$ cat config.mk
export PLATFORM = sky130hd
export DESIGN_NAME = alu_mul_seq_flat
export DESIGN_NICKNAME = d
export VERILOG_FILES = /design/src/rtl/alu_mul_seq_if.sv /design/src/rtl/alu_mul_seq.sv /design/src/flat_wrapper.sv
export SDC_FILE = /design/constraint.sdc
export NUM_CORES = 1
export LEC_CHECK = 0
export CAP_MARGIN = 20
export CORE_ASPECT_RATIO = 1.5
export CORE_MARGIN = 2
export CORE_UTILIZATION = 50
export CTS_CLUSTER_DIAMETER = 120
export DETAILED_ROUTE_END_ITERATION = 6
export GPL_TIMING_DRIVEN = 0
export MAX_ROUTING_LAYER = met4
export PLACE_DENSITY = 0.71
export REMOVE_ABC_BUFFERS = 1
export SLEW_MARGIN = 20
export SYNTH_ARGS = -nofsm -noshare
export SYNTH_HDL_FRONTEND = slang
export SYNTH_HIERARCHICAL = 1
export SYNTH_SLANG_ARGS = --single-unit
$ cat constraint.sdc
create_clock -name i_clk -period 4.41 [get_ports i_clk]
set_input_delay 0.441 -clock i_clk [delete_from_list [all_inputs] [get_ports i_clk]]
set_output_delay 0.441 -clock i_clk [all_outputs]
set_load 0.02 [all_outputs]
$ cat src/rtl/alu_mul_seq_if.sv
// Request/response bundle for the iterative multiplier: start + operands in,
// busy/done/product out.
interface alu_mul_seq_if #(
    parameter int DATA_WIDTH = 8
);
    logic                      i_start;
    logic [DATA_WIDTH-1:0]     i_multiplicand;
    logic [DATA_WIDTH-1:0]     i_multiplier;
    logic                      o_busy;
    logic                      o_done;
    logic [2*DATA_WIDTH-1:0]   o_product;

    // Requester side (execute stage / bench)
    modport master (
        output i_start, i_multiplicand, i_multiplier,
        input  o_busy, o_done, o_product
    );

    // Multiplier side
    modport slave (
        input  i_start, i_multiplicand, i_multiplier,
        output o_busy, o_done, o_product
    );
endinterface

$ cat src/rtl/alu_mul_seq.sv
// Iterative unsigned shift-add multiplier. Reuses the shared combinational
// alu (ADD) once per cycle; the dropped carry is recovered by comparison.

// Shared combinational ALU; only ADD is used by the multiplier.
module alu #(
    parameter int WIDTH = 8
) (
    input  logic [1:0]       i_op,
    input  logic [WIDTH-1:0] i_elemA,
    input  logic [WIDTH-1:0] i_elemB,
    output logic [WIDTH-1:0] o_result
);
    // Select result by opcode; carry/borrow is intentionally not exported
    always_comb begin
        o_result = '0;
        case (i_op)
            2'd0:    o_result = i_elemA + i_elemB;
            2'd1:    o_result = i_elemA - i_elemB;
            2'd2:    o_result = i_elemA & i_elemB;
            default: o_result = i_elemA | i_elemB;
        endcase
    end
endmodule

module alu_mul_seq #(
    parameter int DATA_WIDTH = 8
) (
    input  logic          i_clk,
    input  logic          i_rst_n,
    alu_mul_seq_if.slave  bus
);
    localparam int             CW      = $clog2(DATA_WIDTH + 1);
    localparam logic [CW-1:0]  LAST    = CW'(DATA_WIDTH - 1);
    localparam logic [1:0]     ALU_ADD = 2'd0;

    typedef enum logic [1:0] {IDLE, BUSY, DONE} state_t;

    state_t                  state;
    logic [DATA_WIDTH-1:0]   accHi;
    logic [DATA_WIDTH-1:0]   lo;
    logic [DATA_WIDTH-1:0]   mcand;
    logic [CW-1:0]           stepCnt;
    logic [DATA_WIDTH-1:0]   addend;
    logic [DATA_WIDTH-1:0]   sum;
    logic                    carry;
    logic [DATA_WIDTH-1:0]   nextAcc;
    logic [DATA_WIDTH-1:0]   nextLo;

    // Add the multiplicand only when the current multiplier bit is set
    assign addend = lo[0] ? mcand : '0;

    alu #(.WIDTH(DATA_WIDTH)) uAlu (
        .i_op    (ALU_ADD),
        .i_elemA (accHi),
        .i_elemB (addend),
        .o_result(sum)
    );

    // Unsigned wrap means the add overflowed; with a zero addend sum==accHi
    assign carry   = (sum < accHi);
    assign nextAcc = {carry, sum[DATA_WIDTH-1:1]};
    assign nextLo  = {sum[0], lo[DATA_WIDTH-1:1]};

    // Control FSM and datapath; busy/done/product are registered outputs
    always_ff @(posedge i_clk or negedge i_rst_n) begin
        if (!i_rst_n) begin
            state         <= IDLE;
            accHi         <= '0;
            lo            <= '0;
            mcand         <= '0;
            stepCnt       <= '0;
            bus.o_busy    <= 1'b0;
            bus.o_done    <= 1'b0;
            bus.o_product <= '0;
        end else begin
            bus.o_done <= 1'b0;
            case (state)
                IDLE, DONE: begin
                    // DONE also accepts a start so back-to-back issue costs one cycle
                    if (bus.i_start) begin
                        accHi      <= '0;
                        lo         <= bus.i_multiplier;
                        mcand      <= bus.i_multiplicand;
                        stepCnt    <= '0;
                        bus.o_busy <= 1'b1;
                        state      <= BUSY;
                    end else begin
                        state      <= IDLE;
                    end
                end
                BUSY: begin
                    accHi   <= nextAcc;
                    lo      <= nextLo;
                    stepCnt <= stepCnt + 1'b1;
                    if (stepCnt == LAST) begin
                        bus.o_product <= {nextAcc, nextLo};
                        bus.o_busy    <= 1'b0;
                        bus.o_done    <= 1'b1;
                        state         <= DONE;
                    end
                end
                default: state <= IDLE;
            endcase
        end
    end
endmodule
$ cat src/flat_wrapper.sv
// flat-port wrapper written by rule: the top's interface ports become plain ports
module alu_mul_seq_flat 
#(
    parameter int DATA_WIDTH = 8
)
  (i_clk, i_rst_n, bus_i_start, bus_i_multiplicand, bus_i_multiplier, bus_o_busy, bus_o_done, bus_o_product);
  alu_mul_seq_if #(.DATA_WIDTH(DATA_WIDTH)) bus_i ();
  input  logic i_clk;
  input  logic i_rst_n;
  input wire logic [$bits(bus_i.i_start)-1:0] bus_i_start;
  input wire logic [$bits(bus_i.i_multiplicand)-1:0] bus_i_multiplicand;
  input wire logic [$bits(bus_i.i_multiplier)-1:0] bus_i_multiplier;
  output wire logic [$bits(bus_i.o_busy)-1:0] bus_o_busy;
  output wire logic [$bits(bus_i.o_done)-1:0] bus_o_done;
  output wire logic [$bits(bus_i.o_product)-1:0] bus_o_product;
  assign bus_i.i_start = bus_i_start;
  assign bus_i.i_multiplicand = bus_i_multiplicand;
  assign bus_i.i_multiplier = bus_i_multiplier;
  assign bus_o_busy = bus_i.o_busy;
  assign bus_o_done = bus_i.o_done;
  assign bus_o_product = bus_i.o_product;
  alu_mul_seq #(.DATA_WIDTH(DATA_WIDTH)) u_core (.i_clk(i_clk), .i_rst_n(i_rst_n), .bus(bus_i));
endmodule
# Yosys cells after proc, flatten, opt, wreduce, memory -nomap -nowiden
# Cells that the tools add are included.
[word_totals]
reg_bits = 48
out_inout_bits = 18
elab_cells = 38
[classes]
addsub = 2
magnitude_cmp = 1
n_eq_ne = 5
n_mux = 15
n_reduce_logical = 7
[ops]
columns = ["cell", "count"]
rows = [
  ["$pmux W8 S2", 2],
  ["$mux W8", 3],
  ["$add A8 B8 Y8", 1],
  ["$lt A8 B8 Y1", 1],
  ["$pmux W4 S2", 1],
  ["$reduce_and A2 Y1", 3],
  ["$mux W1", 5],
  ["$add A4 B1 Y4 const B", 1],
  ["$eq A4 B3 Y1 const B", 1],
  ["$mux W4", 1],
  ["$pmux W2 S2", 1],
  ["$reduce_and A3 Y1", 1],
  ["$eq A2 B1 Y1 const B", 1],
  ["$eq A2 B2 Y1 const B", 1],
  ["$logic_not A2 Y1", 1],
  ["$mux W2", 1],
  ["$ne A2 B1 Y1 const B", 1],
  ["$ne A2 B2 Y1 const B", 1],
  ["$pmux W1 S2", 1],
  ["$reduce_bool A2 Y1", 1],
  ["$reduce_or A2 Y1", 1],
]

# Depth between registers and ports, before layout
[depth]
word_depth = 4
ltp_mapped = 17
depth_no_buf = 17

# Cells and area by module
# The synthesis kept the hierarchy.
[by_module_without_submodules]
columns = ["module", "instances", "cells_per_inst", "area_per_inst_um2", "seq_area_each_um2"]
rows = [
  ["alu_mul_seq", 1, 182, 2099.5, 1201.2],
  ["alu", 1, 93, 688.2, 0.0],
]

# Worst setup path before layout
# OpenSTA, ideal clock, no wires.
[synth_timing]
path_type = "register to register"
startpoint = "reg u_core.lo[0]"
endpoint = "reg u_core.accHi[7]"
setup_time_ns = 0.122
t_arrival_ns = 3.691
required_time_ns = 4.288
setup_slack_ns = 0.598
path_stages_with_launch = 18
path_buffers = 0
synth_period_minus_slack_ns = 3.812
cell_sequence = "dfrtp_1 -> and2_1 -> inv_1 -> ha_1 -> mux2_2 -> inv_1 -> ha_1 -> nor2b_2 -> o2111ai_2 -> a31oi_4 -> xnor3_1 -> a32oi_1 -> nand3_1 -> ha_1 -> and3_1 -> o211ai_1 -> or3_1 -> a32o_1"
[synth_between]
elab_chain_len = 4
[synth_rtl]
columns = ["item", "line", "text"]
rows = [
  ["start: declaration", "alu_mul_seq.sv:40", "logic [DATA_WIDTH-1:0] lo;"],
  ["start signal: assignment", "alu_mul_seq.sv:82", "lo <= bus.i_multiplier;"],
  ["start signal: assignment", "alu_mul_seq.sv:93", "lo <= nextLo;"],
  ["$mux W8", "alu_mul_seq.sv:50", "assign addend = lo[0] ? mcand : '0;"],
  ["named net u_core.addend[0]", "alu_mul_seq.sv:43", "logic [DATA_WIDTH-1:0] addend;"],
  ["$add A8 B8 Y8", "alu_mul_seq.sv:17", "2'd0: o_result = i_elemA + i_elemB;"],
  ["named net u_core.sum[7]", "alu_mul_seq.sv:44", "logic [DATA_WIDTH-1:0] sum;"],
  ["$lt A8 B8 Y1", "alu_mul_seq.sv:60", "assign carry = (sum < accHi);"],
  ["$pmux W8 S2", "alu_mul_seq.sv:77", "case (state)"],
  ["end signal: assignment", "alu_mul_seq.sv:92", "accHi <= nextAcc;"],
  ["end: declaration", "alu_mul_seq.sv:39", "logic [DATA_WIDTH-1:0] accHi;"],
]
# The timed path passes the listed nets, and every way through them passes these cells.
# A chain may end at the register's enable or synchronous reset.

# Worst setup path in the final report
# Same ends and word-level chain as after synthesis.

==> reports/qor.txt <==
Status -> finished, final reports clean
Drt drc -> 0
M1 GR Usage -> 23.69%
Most used routing layer -> met2
CTS Hold Buffers Added -> 0
Post-synth EDFFs -> 0
Antenna viol nets, final -> 0
Pwr/cell area -> 925.3 nW/um2
Initial antenna violation count -> 0
GPL Wtd Cong -> 0.8078
Crit path DAT -> 4440 ps
Filler cells -> 457
Drt wl/cell -> 14.58 um
Final Max Slew Viols -> 0
First-pass GRT wire length -> 9459 um
Max Clock Freq -> 0.2357 GHz
M2 GR Usage -> 34.88%
Crit. End Element -> flip-flop
Startpoint types -> flip-flop
H-tree depth -> 2
Leak -> 0.001518 uW
Die Y -> 95.45 um
Design Area, Final -> 3373 um2
Fin worst setup slack -> 167.7 ps
Worst Path Max Fanout -> 9
Relative slew slack -> 44.42%
Register area share after synthesis -> 43.09%
Core ar. -> 5409 um2
Total Routing Usage GR -> 20.50%
RSZ-0062 raised after global routing -> false
Worst-margin pin slew -> 832.9 ps
CTS Buf Count -> 5
Hold Path Class -> input port to async pin
Port Buf Inserts -> 36
Met3 Use GR -> 3.070%
Via density -> 5.466
Avg Cell Area, Syn -> 10.14 um2
Crit path kind -> flip-flop to flip-flop
Share of layout cells above drive strength 1 -> 13.46%
Die width -> 64.97 um
Syn-to-layout area delta -> 21.01%
CTS max path bufs -> 2
Overflow left after global routing -> 0
Final worst path period need -> 4242 ps
Post-Syn Instances -> 275
Largest net degree at the start of global routing -> 34
Die Area -> 6201 um2
Clock tree root driver cell -> clkbuf_8
Yosys cell types -> 53
Ant diodes -> 0
Number of global-route vias before repair -> 2049
Clock Latency Late Sink -> 300 ps
Vias -> 2088
Min Hold Slack -> 50.17 ps
Fin. Hold Viols -> 0
Detailed Place HPWL -> 4043 um
CP required -> 4610 ps
Synth Flop Type -> dfrtp_1
Fin nets -> 350
WL final -> 5568 um
Rows -> 33
Flop2flop setup slack -> 170 ps
IO Count -> 37
DRT Pass-1 Iters -> 5
Asr flop ratio synth -> 100.0%
VDD IR-drop max -> 0.0003596 V
Synth Cell Area -> 2788 um2
Max Cap Viol -> 0
CTS tree -> yes
Final Non-Filler Cells -> 382
DR iter-0 viols -> 56
CTS sink cnt -> 48
Fin crit share -> 96.20%
Final setup viols -> 0
Clk slew on worst S/H paths -> 90 ps
Starting Density -> 51.54%
Cell Area, Placed -> 3201 um2
Synth warn -> 6
Clock skew -> 6.156 ps
Pre-CTS worst setup slack -> 18.61 ps
Sum Neg Setup Slack -> 0 ps
Post-synthesis register bit count -> 48
DP Cell Count -> 373
==> Yosys cell counts (2+ instances only) <==
cell type  count  share of area [%]
clkbuf_1       5               0.67
nor3_1         6                1.1
xor2_1         2               0.63
nor2_1         9                1.2
mux2_2        10                4.0
a31oi_1        2               0.45
maj3_1         6                2.2
dfrtp_1       48                 43
xnor2_1        7                2.2
nand3_1        2               0.36
and2_1         8                1.8
buf_2          3               0.54
nand2b_1       3               0.67
o31ai_1        2               0.54
o21ai_0       13                2.3
ha_1          18                8.1
a21o_1         2               0.54
a22oi_1        8                2.2
a22o_1         8                2.5
a21boi_0       2               0.54
nor2b_1        5                1.1
nand2_1       53                7.1
inv_1         15                2.0
mux2_4         7                3.8
a21oi_1        3               0.54
==> sequential cells by signal, indices dropped and copies added (netlist names) <==
name                  flops
u_core/accHi              8
u_core/stepCnt            4
u_core/bus.o_busy         1
u_core/bus.o_product     16
u_core/bus.o_done         1
u_core/state              2
u_core/mcand              8
u_core/lo                 8
==> what timing repair did <==
action / 4_1_cts / 5_1_grt
gates resized for setup: 0 / 5
setup endpoints to repair: 0 / 2
setup buffers: 0 / 1
==> cells by family (layout without fill, tap and decap cells) <==
logic type / after synthesis / in the layout / share of synthesized area [%]
xor+xnor: 10 / 10 / 3.636
mux: 17 / 17 / 7.810
other cells: 1 / 3 / 0.1345
compound gates: 50 / 50 / 13.37
flops: 48 / 48 / 43.09
buf+inv: 26 / 61 / 4.174
simple gates: 98 / 98 / 16.83
fa+ha+maj: 25 / 25 / 10.95
==> cell usage in the layout, fill, tap and decap left out, types with 2 or more instances in the layout <==
cell	count
nand3_1	2
xor2_1	2
maj3_1	6
o21ai_0	13
conb_1	3
and2_1	6
dfrtp_1	47
a21oi_1	3
clkbuf_8	5
nor3_1	6
nand2_1	53
inv_1	15
a22oi_1	8
xnor2_1	7
mux2_2	10
nand2b_1	3
mux2_4	7
and2_2	2
ha_1	18
nor2b_2	2
nor2b_1	4
a22o_1	8
bufinv_16	2
nor2_1	9
a31oi_1	2
clkdlybuf4s50_1	35
a21o_1	2
==> worst max-delay path, stage by stage (launching register included) <==
cell and delay (ps):
dfrtp_2 450, and2_2 220, inv_1 120, ha_1 250
mux2_2 300, inv_1 70, ha_1 210, nor2b_2 160
o2111ai_2 250, a31oi_4 150, xnor3_1 350, a32oi_1 180
nand3_1 140, ha_1 320, and3_1 210, o211ai_1 100
or3_1 390, a32o_1 270
==> routing by layer <==
metal | routed length [um] | up-vias
met2 | 2926 | 45
li1 | - | 1018
met5 | 0 | -
met1 | 2319 | 1014
met4 | 160 | 0
met3 | 161 | 11
==> power by group <==
group	leakage [uW]	switching, uW	internal [uW]
combinational	0.000864	988	958
sequential	0.000590	150	653
clock	0.0000642	149	223
==> stage by stage <==
| step | utilization (%) | total power [uW] |
|---|---|---|
| 6_report | 62.36 | 3121 |
| 5_1_grt | 62.36 | 3391 |
| 4_1_cts | 61.55 | 3090 |
| 3_5_place_dp | 59.17 | 2712 |
| 3_3_place_gp | 58.85 | 2646 |
| 2_1_floorplan | - | 2216 |
==> area by class of cell <==
type | count | area (um2) | area share [%]
Inverter | 15 | 56.30 | 1.669
Multi-Input combinational cell | 203 | 1488 | 44.10
Clock inverter | 2 | 60.06 | 1.780
Timing Repair Buffer | 39 | 410.4 | 12.17
Clock buffer | 5 | 68.82 | 2.040
Tap cell | 70 | 87.58 | 2.596
Sequential cell | 48 | 1202 | 35.65
==> path summary, 6_finish.rpt <==
path	from	end	cells after the start
max	u_core/lo[0]	u_core/accHi[7]	17
min	i_rst_n	u_core/bus.o_product[9]	1
max reg2reg	u_core/lo[0]	u_core/accHi[7]	17
min reg2reg	u_core/mcand[2]	u_core/mcand[2]	2
max in group asynchronous	i_rst_n	u_core/lo[0]	2
min in group i_clk	u_core/mcand[2]	u_core/mcand[2]	2
(Power assumes the default switching activity.)
